File: src/rtl/fetch_sequencer_if.sv
// Instruction-memory and decode handshake bundle between the fetch sequencer and its neighbours.
// master = sequencer side, slave = memory/decode side.
`timescale 1ns/1ps
interface fetch_sequencer_if #(
    parameter int bit_size  = 18,
    parameter int data_size = 32
);
    logic                 im_req;
    logic [bit_size-1:0]  im_addr;
    logic                 im_ack;
    logic [data_size-1:0] im_rdata;
    logic [data_size-1:0] instr;
    logic                 instr_valid;
    logic                 instr_ready;

    modport master (
        output im_req, im_addr, instr, instr_valid,
        input  im_ack, im_rdata, instr_ready
    );

    modport slave (
        input  im_req, im_addr, instr, instr_valid,
        output im_ack, im_rdata, instr_ready
    );
endinterface

File: src/rtl/fetch_sequencer.sv
// Next-PC / instruction-fetch sequencer closing the loop around an enable-less PC register.
// Latency: >=1 REQ cycle per fetch; backpressure: instr held and pc_next=pc_cur until instr_ready & ~stall.
`timescale 1ns/1ps
module fetch_sequencer #(
    parameter int bit_size  = 18,
    parameter int data_size = 32
) (
    input  logic                clk,
    input  logic                rst,
    fetch_sequencer_if.master   bus,
    input  logic [bit_size-1:0] pc_cur,
    output logic [bit_size-1:0] pc_next,
    input  logic                stall,
    input  logic                br_taken,
    input  logic [15:0]         br_offset,
    input  logic                jump,
    input  logic [bit_size-3:0] jump_index,
    input  logic                jr,
    input  logic [bit_size-1:0] jr_addr,
    output logic [31:0]         fetch_count
);

    typedef enum logic [1:0] {IDLE, REQ, VALID} state_t;

    state_t               state_q;
    logic                 im_req_q;
    logic [bit_size-1:0]  im_addr_q;
    logic [data_size-1:0] instr_q;
    logic                 instr_valid_q;
    logic [31:0]          fetch_count_q;

    logic                 advance;
    logic [bit_size-1:0]  seq_pc;
    logic [bit_size-1:0]  br_disp;
    logic [bit_size-1:0]  target_d;
    logic [bit_size-1:0]  pc_next_d;
    logic                 unused_jr_lo;

    assign advance      = bus.instr_ready & ~stall;
    // Misaligned register targets are silently re-aligned, so the low bits never matter.
    assign unused_jr_lo = ^jr_addr[1:0];

    always_comb begin
        seq_pc   = pc_cur + bit_size'(4);
        br_disp  = bit_size'({{bit_size{br_offset[15]}}, br_offset, 2'b00});
        target_d = seq_pc;
        if (jr) begin
            target_d = {jr_addr[bit_size-1:2], 2'b00};
        end else if (jump) begin
            target_d = {jump_index, 2'b00};
        end else if (br_taken) begin
            target_d = seq_pc + br_disp;
        end
        pc_next_d = pc_cur;
        if (state_q == VALID && advance) begin
            pc_next_d = target_d;
        end
    end

    always_ff @(posedge clk or negedge rst) begin
        if (!rst) begin
            state_q       <= IDLE;
            im_req_q      <= 1'b0;
            im_addr_q     <= '0;
            instr_q       <= '0;
            instr_valid_q <= 1'b0;
            fetch_count_q <= '0;
        end else begin
            case (state_q)
                IDLE: begin
                    state_q   <= REQ;
                    im_req_q  <= 1'b1;
                    im_addr_q <= pc_cur;
                end
                REQ: begin
                    if (bus.im_ack) begin
                        instr_q       <= bus.im_rdata;
                        im_req_q      <= 1'b0;
                        instr_valid_q <= 1'b1;
                        state_q       <= VALID;
                    end
                end
                VALID: begin
                    // The PC register loads pc_next on this same edge, so target is the next fetch address.
                    if (advance) begin
                        instr_valid_q <= 1'b0;
                        im_req_q      <= 1'b1;
                        im_addr_q     <= pc_next_d;
                        fetch_count_q <= fetch_count_q + 32'd1;
                        state_q       <= REQ;
                    end
                end
                default: begin
                    state_q <= IDLE;
                end
            endcase
        end
    end

    assign pc_next         = pc_next_d;
    assign bus.im_req      = im_req_q;
    assign bus.im_addr     = im_addr_q;
    assign bus.instr       = instr_q;
    assign bus.instr_valid = instr_valid_q;
    assign fetch_count     = fetch_count_q;

endmodule

File: src/flat_wrapper.sv
// flat-port wrapper written by rule: the top's interface ports become plain ports
module fetch_sequencer_flat 
#(
    parameter int bit_size  = 18,
    parameter int data_size = 32
)
  (clk, rst, pc_cur, pc_next, stall, br_taken, br_offset, jump, jump_index, jr, jr_addr, fetch_count, bus_im_req, bus_im_addr, bus_instr, bus_instr_valid, bus_im_ack, bus_im_rdata, bus_instr_ready);
  fetch_sequencer_if #(.bit_size(bit_size), .data_size(data_size)) bus_i ();
  input  logic clk;
  input  logic rst;
  input  logic [bit_size-1:0] pc_cur;
  output logic [bit_size-1:0] pc_next;
  input  logic stall;
  input  logic br_taken;
  input  logic [15:0] br_offset;
  input  logic jump;
  input  logic [bit_size-3:0] jump_index;
  input  logic jr;
  input  logic [bit_size-1:0] jr_addr;
  output logic [31:0] fetch_count;
  output wire logic [$bits(bus_i.im_req)-1:0] bus_im_req;
  output wire logic [$bits(bus_i.im_addr)-1:0] bus_im_addr;
  output wire logic [$bits(bus_i.instr)-1:0] bus_instr;
  output wire logic [$bits(bus_i.instr_valid)-1:0] bus_instr_valid;
  input wire logic [$bits(bus_i.im_ack)-1:0] bus_im_ack;
  input wire logic [$bits(bus_i.im_rdata)-1:0] bus_im_rdata;
  input wire logic [$bits(bus_i.instr_ready)-1:0] bus_instr_ready;
  assign bus_im_req = bus_i.im_req;
  assign bus_im_addr = bus_i.im_addr;
  assign bus_instr = bus_i.instr;
  assign bus_instr_valid = bus_i.instr_valid;
  assign bus_i.im_ack = bus_im_ack;
  assign bus_i.im_rdata = bus_im_rdata;
  assign bus_i.instr_ready = bus_instr_ready;
  fetch_sequencer #(.bit_size(bit_size), .data_size(data_size)) u_core (.clk(clk), .rst(rst), .bus(bus_i), .pc_cur(pc_cur), .pc_next(pc_next), .stall(stall), .br_taken(br_taken), .br_offset(br_offset), .jump(jump), .jump_index(jump_index), .jr(jr), .jr_addr(jr_addr), .fetch_count(fetch_count));
endmodule
File: config.mk
export PLATFORM = sky130hd
export DESIGN_NAME = fetch_sequencer_flat
export DESIGN_NICKNAME = d
export VERILOG_FILES = /design/src/rtl/fetch_sequencer_if.sv /design/src/rtl/fetch_sequencer.sv /design/src/flat_wrapper.sv
export SDC_FILE = /design/constraint.sdc
export NUM_CORES = 1
export LEC_CHECK = 0
export ABC_AREA = 1
export BUFFER_PORTS_ARGS = -buffer_cell sky130_fd_sc_hd__buf_2
export CORE_UTILIZATION = 45
export CTS_CLUSTER_SIZE = 28
export DETAILED_ROUTE_END_ITERATION = 10
export PLACE_DENSITY_LB_ADDON = 0.2
export SYNTH_ARGS = -nofsm -noshare
export SYNTH_HDL_FRONTEND = slang
export SYNTH_SLANG_ARGS = --single-unit
File: constraint.sdc
create_clock -name clk -period 3 [get_ports clk]
set_clock_uncertainty 0.05 [all_clocks]
set_input_delay 0.3 -clock clk [delete_from_list [all_inputs] [get_ports clk]]
set_output_delay 0.3 -clock clk [all_outputs]
set_load 0.01 [all_outputs]
==> flow_summary.ini, run 1 <==
[yosys]
yosysSeqAreaShare = 0.3847
synthTopCellsByCount = 307 x nand2_1, 88 x inv_1, 86 x dfrtp_1, 61 x nor2_1, 43 x nand3_1
ys_ff_latch = 86
yosysWarnings = 0
synthTopCellsByArea = dfrtp_1 38%, nand2_1 21%, inv_1 5.9%
syn_area_per_cell_um2 = 7.010
synth-edff-count = 0
netlist_area_um2 = 5594
synth-main-ff-cell = dfrtp_1
synth_most_common_cell = nand2_1
async_reset_ff_frac = 1.000
syn_inst = 798
synth_top_cell_by_area = dfrtp_1
yosysTopAreaCellShare = 0.3847
ys_types = 38
syn_nets = 928

[status]
status = finished clean

[sta]
rsz0062_at_grt = yes
worstMarginPinSlew_ps = 650.5
fin_crit_sh = 0.9777
fmax_mhz = 340.9
min_period_ps = 2933
hold_viol = 0
setup_violations = 0
setup_ws_ps = 66.91
finalMaxSlewViolations = 0
relSlewSlack = 0.5663

[worst_setup_path]
end_kind = output pin
critPathArrivalTime_ps = 2580
worstPathRequired_ps = 2650
worst-setup-path-type = in -> out
crit_path_start_kind = input port
crit_path_max_fanout = 4

[die]
core-area_um2 = 12060
die_h_um = 113.5
die_w_um = 113.5
pin_count = 210
initial_core_util = 0.4638
dieArea_um2 = 12880
rows = 40

[grt]
gr-usage-met3 = 0.05367
grt_usage = 0.2624
grt_overflow = 0
grt-busiest-layer = met2
grt_max_degree = 51
antenna_found_initial = 1
use_met1 = 0.3702
grt_pass1_wl_um = 26300
grt_pass1_vias = 5377
grt_util_met2 = 0.4057

[routing]
drt-total-wl_um = 16770
post_drt_wl_per_cell_um = 13.89
vias = 5900
vias_per_cell = 4.888
drt-pass1-iter-count = 5
ant_nets = 0
drc_errors = 0
drtIter0Drc = 319

[pwr]
peakVddDrop_mv = 0.5159
p_per_area_nw_per_um2 = 596.7
p_leak_nw = 4.393

[min_path]
min_path_type = in -> reg

[cts]
cts_num_sinks = 86
cts_tree = built
root_buffer = clkbuf_16
h-tree-depth = 3
cts_buffer_depth = 2
cts_buffers = 9
clkTransAtPathRegs_ps = 60
worstSkewPairLatency_ps = 340

[final_layout]
final_nets = 1164
drive_above_1_share = 0.3815
syn_to_final_growth_pct = 41.06
postLayoutCoreUtil = 0.6543

[placement]
io_buffer_count = 207
post-place-ws_ps = -160.7
dp_hpwl_um = 12780
place_congestion = 0.9218

[run]
maxCapViolations = 0
## registers in the layout, indices dropped and copies added, names as in the netlist
signal and flops:
u_core.bus.instr_valid 1, u_core.fetch_count 32, u_core.state_q 2, u_core.bus.instr 32, u_core.bus.im_addr 18, u_core.bus.im_req 1
## power breakdown
| part | internal (mW) | switching (mW) | total, mW |
|---|---|---|---|
| logic | 0.764 | 1.17 | 1.93 |
| registers | 1.54 | 0.207 | 1.74 |
| clock network | 0.585 | 0.451 | 1.04 |
## timing repair
action | CTS | global route
pin swaps | 13 | 37
gates cloned | 0 | 0
endpoints found under the hold margin | 49 | 0
resized for setup | 46 | 98
hold buffers | 1 | 0
setup buffers | 4 | 2
endpoints found under the setup margin | 10 | 11
## logic make-up after synthesis
| family | share of synthesized area |
|---|---|
| and+or+nand+nor | 0.3462 |
| buffers and inverters | 0.07761 |
| DFF | 0.3847 |
| AOI/OAI and AO/OA | 0.07694 |
| xor gates and xnor gates | 0.06397 |
| adders and majority gates | 0.05055 |
## layer usage
layer | up-vias | share of wire
met4 | 0 | 0.019
met2 | 195 | 0.45
met5 | - | 0
met1 | 2716 | 0.46
met3 | 25 | 0.066
li1 | 2964 | -
## cell usage in the layout, fill, tap and decap left out, types with 8 or more instances in the layout
master / n
nor2_4: 10
xor2_1: 22
a21oi_1: 28
o21ai_0: 16
inv_2: 15
buf_4: 34
ha_1: 11
nor2_1: 49
nand2_1: 261
ha_4: 10
nand3_2: 8
xnor2_1: 11
inv_1: 74
buf_2: 201
clkbuf_16: 9
nand3_1: 37
buf_6: 8
nand2_2: 46
nor3_1: 13
nor2_2: 14
dfrtp_1: 86
## final cells by class
type / instances / area [um2]
Tap cell: 168 / 210.2
Sequential cell: 86 / 2152
Timing Repair Buffer: 246 / 1396
Inverter: 93 / 354.1
Clock buffer: 11 / 242.7
Fill cell: 1110 / 4170
Antenna cell: 1 / 2.502
Multi-Input combinational cell: 598 / 3502
Clock inverter: 4 / 31.28
## through the flow
step	std cells	cell area [um2]	TNS, ps	power, mW	hold slack (ps)
after floorplan	798	5594	0	2.772	-45.59
after global placement	1184	7010	-833.8	3.523	317.3
after detailed placement	1184	7010	-1040	3.557	317.4
after CTS	1204	7520	-13.15	4.650	92.47
after global routing	1207	7891	-398.9	5.046	99.99
final	1207	7891	0	4.709	100.3
## path summary, 6_finish.rpt
check | cells past startpoint | startpoint | end | slack (ps)
setup / recovery | 24 | pc_cur[3] | pc_next[14] | 70
hold / removal | 3 | bus_im_rdata[7] | u_core.bus.instr[7] | 100
setup reg to reg | 9 | u_core.state_q[0] | u_core.bus.im_addr[16] | 890
hold reg to reg | 1 | u_core.fetch_count[31] | u_core.fetch_count[31] | 420
max in group asynchronous | 3 | rst | u_core.fetch_count[14] | 1760
min in group asynchronous | 2 | rst | u_core.bus.im_addr[0] | 480
## worst max-delay path, stage by stage
cell and delay [ps]:
buf_8 80, ha_4 130, nand2_2 50, inv_2 90
nand2_2 70, nor2_2 120, xor2_1 170, buf_4 160
inv_4 40, ha_4 250, buf_6 130, nand2_8 60
inv_2 30, nand2_2 50, nand2_2 60, nand2_2 90
nand3_2 90, nand2_2 80, nand3_2 70, nand2_1 70
nand2_1 70, nand2_1 80, o21ai_2 70, buf_2 160
Note: power is estimated with default switching activity, not from simulation.
==> run 2: changes to the inputs <==
CORE_UTILIZATION = 50   (was 45)
TNS_END_PERCENT = 10   (was not set)
==> flow_summary.ini, run 2 (synthesized netlist as in run 1, its figures left out) <==
[worst_setup_path]
worst-setup-path-type = in -> out
cp.buffers_inverters = 5
crit_chain = buf_2, ha_4, nand2_4, inv_4, nand2_4, nor2_4, nand3_1, xor2_1, buf_4, inv_1, ha_1, a21oi_1, nand2_1, a21oi_2, nand2_2, nand3_1, nand3_1, nand2_1, nand2_1, nand2_1, buf_2
end_kind = output pin
r2r_start = u_core.state_q[0]
reg2reg_to = u_core.fetch_count[27]
crit_path_start_kind = input port
critical-path-slowest-cell = ha_1
cpMostUsedCell = nand2_1
r2r_slack_ps = 910
startpoint = pc_cur[3]
worstPathRequired_ps = 2650
slowest_delay_ps = 310
critPathArrivalTime_ps = 2700
crit_path_max_fanout = 4
cp_top_family = simple AND/OR/NAND/NOR gates
r2r_cells = 13

[cts]
cts_tree = built
worstSkewPairLatency_ps = 360
cts_num_sinks = 86
root_buffer = clkbuf_8
cts_buffer_depth = 2
h-tree-depth = 3
cts_buffers = 9
clkTransAtPathRegs_ps = 100

[sta]
relSlewSlack = 0.4085
hold_viol = 0
min_period_ps = 3049
fin_crit_sh = 1.016
fmax_mhz = 328.0
worstMarginPinSlew_ps = 881.8
setup_ws_ps = -48.71
setup_violations = 1
rsz0062_at_grt = yes
finalMaxSlewViolations = 0

[routing]
drc_errors = 0
vias = 5872
vias_per_cell = 5.019
post_drt_wl_per_cell_um = 14.30
drtIter0Drc = 331
drt-pass1-iter-count = 5
ant_nets = 0
drt-total-wl_um = 16730

[status]
status = finished with violations
violations = setup timing

[grt]
grt_overflow = 0
grt_pass1_vias = 5410
grt_max_degree = 56
grt_pass1_wl_um = 26050
grt_usage = 0.2924
antenna_found_initial = 1

[min_path]
min_path_type = in -> reg
hold_depth = 3
hold_start = bus_im_rdata[12]
hold_end = u_core.bus.instr[12]

[final_layout]
drive_above_1_share = 0.3489
postLayoutCoreUtil = 0.6956
syn_to_final_growth_pct = 35.38
final_common_cell = nand2_1
final_cell_mix = 283 x nand2_1, 204 x buf_2, 86 x dfrtp_1
final_nets = 1155

[pwr]
p_per_area_nw_per_um2 = 597.5
p_leak_nw = 4.281
fin_total_pwr_mw = 4.525
peakVddDrop_mv = 0.6052

[run]
maxCapViolations = 0

[die]
rows = 38
core-area_um2 = 10890
pin_count = 210
initial_core_util = 0.5138
dieArea_um2 = 11620
die_w_um = 107.8
die_h_um = 107.8

[placement]
place_congestion = 0.9304
io_buffer_count = 207
dp_hpwl_um = 12760
==> run 2: per-stage QoR <==
step	setup TNS (ps)	cells	setup slack, ps	hold slack (ps)	instance area (um2)
final	-48.71	1170	-48.71	72.72	7574
after global routing	-613.7	1170	-164.6	66.38	7574
after CTS	-64.29	1166	-35.15	56.89	7217
after detailed placement	-634.8	1147	-143.3	335.7	6895
after global placement	-558.3	1147	-116.7	333.9	6895
after floorplan	0	798	353.6	-45.59	5594
==> run 2: how the worst max path moves through the flow <==
stage | endpoint | slack (ps) | depth (start not counted)
floorplan | pc_next[16] | 350 | 18
global placement | pc_next[9] | -120 | 17
finish | pc_next[17] | -50 | 21
CTS | pc_next[15] | -40 | 23
global route | pc_next[17] | -160 | 21
detailed placement | pc_next[14] | -140 | 21
==> run 2: power breakdown <==
part | switching (mW) | total (mW) | internal, mW
sequential | 0.212 | 1.74 | 1.53
combinational | 1.15 | 1.87 | 0.728
clock | 0.432 | 0.906 | 0.473
==> run 2: worst reg2reg max path, stage by stage (launching register included) <==
cell and delay (ps):
dfrtp_1 390, inv_1 70, nand2_1 70, inv_2 70, nand2_4 200, nor2_4 190, nand3_2 130, nor2_4 160
nand2_2 100, nor2_4 140, nand2_2 90, nor2_4 120, nand2_2 70, xnor2_2 130
==> run 2: layer usage <==
metal  track usage  share of wire
met5             0              0
met2        0.4469           0.46
met4       0.09980          0.021
met3       0.05811          0.069
met1        0.4126           0.45
==> run 2: what timing repair did <==
action / in CTS / in global routing
hold buffers: 1 / 0
setup endpoints to repair: 10 / 12
hold endpoints to repair: 53 / 0
gates resized for setup: 13 / 83
pin swaps: 3 / 28
buffers inserted: 3 / 3
cloned: 0 / 0
==> run 2: final cells by class <==
type                    count  area (um2)
multi-input cells         598        3400
fillers                   935        3314
flip-flops and latches     86        2152
repair buffers            237        1275
inverters                  93       351.6
well taps                 140       175.2
clock buffers               9       123.9
clock inverters             6       93.84
diodes                      1       2.502
==> run 3: changes to the inputs <==
CORE_ASPECT_RATIO = 0.7   (was not set)
clock period = 3.1 ns   (was 3 ns; I/O delays follow)
==> flow_summary.ini, run 3 (synthesized netlist as in run 1, its figures left out) <==
[pwr]
p_sw_frac = 0.3798
power.net_switching_mw = 1.730
p_per_area_nw_per_um2 = 596.2
p_seq_frac = 0.372
fin_total_pwr_mw = 4.554
p_clk_frac = 0.230
p_int_mw = 2.824
p_leak_nw = 4.315
combinationalPowerShare = 0.398
peakVddDrop_mv = 0.5321

[die]
core-area_um2 = 10630
die_w_um = 128.4
die_h_um = 90.50
rows = 31
initial_core_util = 0.5264
dieArea_um2 = 11620
pin_count = 210

[worst_setup_path]
worstPathRequired_ps = 2740
worst-setup-path-type = in -> out
critPathArrivalTime_ps = 2650
cp.buffers_inverters = 4
crit_path_start_kind = input port
end_kind = output pin
cpMostUsedCell = nand2_1
critical-path-slowest-cell = ha_4
cp_top_family = simple AND/OR/NAND/NOR gates
slowest_delay_ps = 280
crit_path_max_fanout = 4
crit_chain = clkbuf_4, ha_4, nand2_1, inv_2, nand2_4, nor2_4, nand3_2, xor2_2, inv_1, ha_4, nand2_2, nor3_2, nand2_1, nand2_2, nand3_1, nand3_1, nand2_1, nand2_1, nand2_2, buf_2

[routing]
drt-total-wl_um = 17190
vias_per_cell = 5.054
drt-pass1-iter-count = 5
post_drt_wl_per_cell_um = 14.63
ant_nets = 0
drc_errors = 0
vias = 5938
drtIter0Drc = 415

[sta]
relSlewSlack = 0.3871
fin_crit_sh = 0.9696
setup_ws_ps = 94.24
worstMarginPinSlew_ps = 919.3
rsz0062_at_grt = yes
setup_violations = 0
finalMaxSlewViolations = 0
min_period_ps = 3006
fmax_mhz = 332.7
hold_viol = 0
hold_slack_ps = 116.8

[cts]
cts_num_sinks = 86
worstSkewPairLatency_ps = 330
cts_tree = built
clkTransAtPathRegs_ps = 60
cts_buffer_depth = 2
cts_buffers = 9
root_buffer = clkbuf_16
h-tree-depth = 3

[status]
status = finished clean

[final_layout]
num-fill-cells = 916
final_common_cell = nand2_1
final_cell_mix = 289 x nand2_1, 204 x buf_2, 86 x dfrtp_1
syn_to_final_growth_pct = 36.55
drive_above_1_share = 0.3389
antenna_cells = 0
final_nets = 1153

[grt]
grt_overflow = 0
grt_pass1_vias = 5543
grt_max_degree = 36
antenna_found_initial = 0
grt_usage = 0.3012
grt_pass1_wl_um = 27260

[run]
maxCapViolations = 0

[placement]
post-place-ws_ps = -142.9
io_buffer_count = 207
dp_hpwl_um = 13100
place_congestion = 0.9515

[min_path]
min_path_type = in -> reg
==> run 3: cell types whose count changed in the layout (fill, tap and decap cells not counted), moves of 3 or more <==
| cell | delta |
|---|---|
| clkbuf_16 | +9 |
| clkbuf_8 | -8 |
| inv_6 | -3 |
| nand2_1 | +6 |
| nand2_2 | -7 |
| nor2_2 | -5 |
| nor2_4 | +5 |
==> run 3: per-stage QoR <==
step	instance area (um2)	utilization	cells	TNS, ps
after floorplan	5594	-	798	0
after global placement	6917	0.6508	1156	-36.53
after detailed placement	6917	0.6508	1156	-321.6
after CTS	7223	0.6797	1172	-20.03
after global routing	7639	0.7187	1175	-165.5
final	7639	0.7187	1175	0
==> run 3: cell type report <==
type                       instances  area [um2]  share of cell area
clock buffer                      11       242.7             0.03178
inverter                          93       349.1             0.04570
sequential                        86        2152              0.2817
multi-input combinational        598        3402              0.4454
clock inverter                     4       47.55            0.006224
tap                              148       185.2             0.02424
timing repair buffer             235        1260              0.1649
==> run 3: per-layer routing <==
| layer | track usage | up-vias | wire length [um] |
|---|---|---|---|
| li1 | - | 2947 | - |
| met1 | 0.4501 | 2688 | 7849 |
| met2 | 0.4257 | 280 | 7278 |
| met3 | 0.08827 | 23 | 1800 |
| met4 | 0.06471 | 0 | 265 |
| met5 | 0 | - | 0 |
==> run 3: timing repair <==
action                                 CTS  global route
resized for setup                        6            88
setup buffers                            0             3
pin swaps                                0            23
endpoints found under the hold margin   33             0
hold buffers                             1             0
setup endpoints to repair                8             9
==> run 3: worst paths after layout <==
kind	from	cells past startpoint	endpoint	slack (ps)
max reg2reg	u_core.state_q[0]	9	u_core.bus.im_addr[9]	510
max in group asynchronous	rst	3	u_core.state_q[1]	1870
max	pc_cur[3]	20	pc_next[17]	90
min reg2reg	u_core.fetch_count[31]	1	u_core.fetch_count[31]	420
min in group asynchronous	rst	2	u_core.fetch_count[31]	420
min	bus_im_rdata[6]	3	u_core.bus.instr[6]	120
==> run 3: power groups by stage <==
stage / sequential [mW] / combinational (mW) / clock, mW
floorplan: 1.86 / 0.825 / 0
global placement: 1.70 / 1.69 / 0
detailed placement: 1.69 / 1.75 / 0
CTS: 1.69 / 1.75 / 1.07
global route: 1.74 / 2.05 / 1.12
finish: 1.69 / 1.81 / 1.05
==> run 3: tightest hold or removal path: cells and delay by family <==
kind | cells | cell delay (ps)
buf+inv | 1 | 70
simple gates | 2 | 80
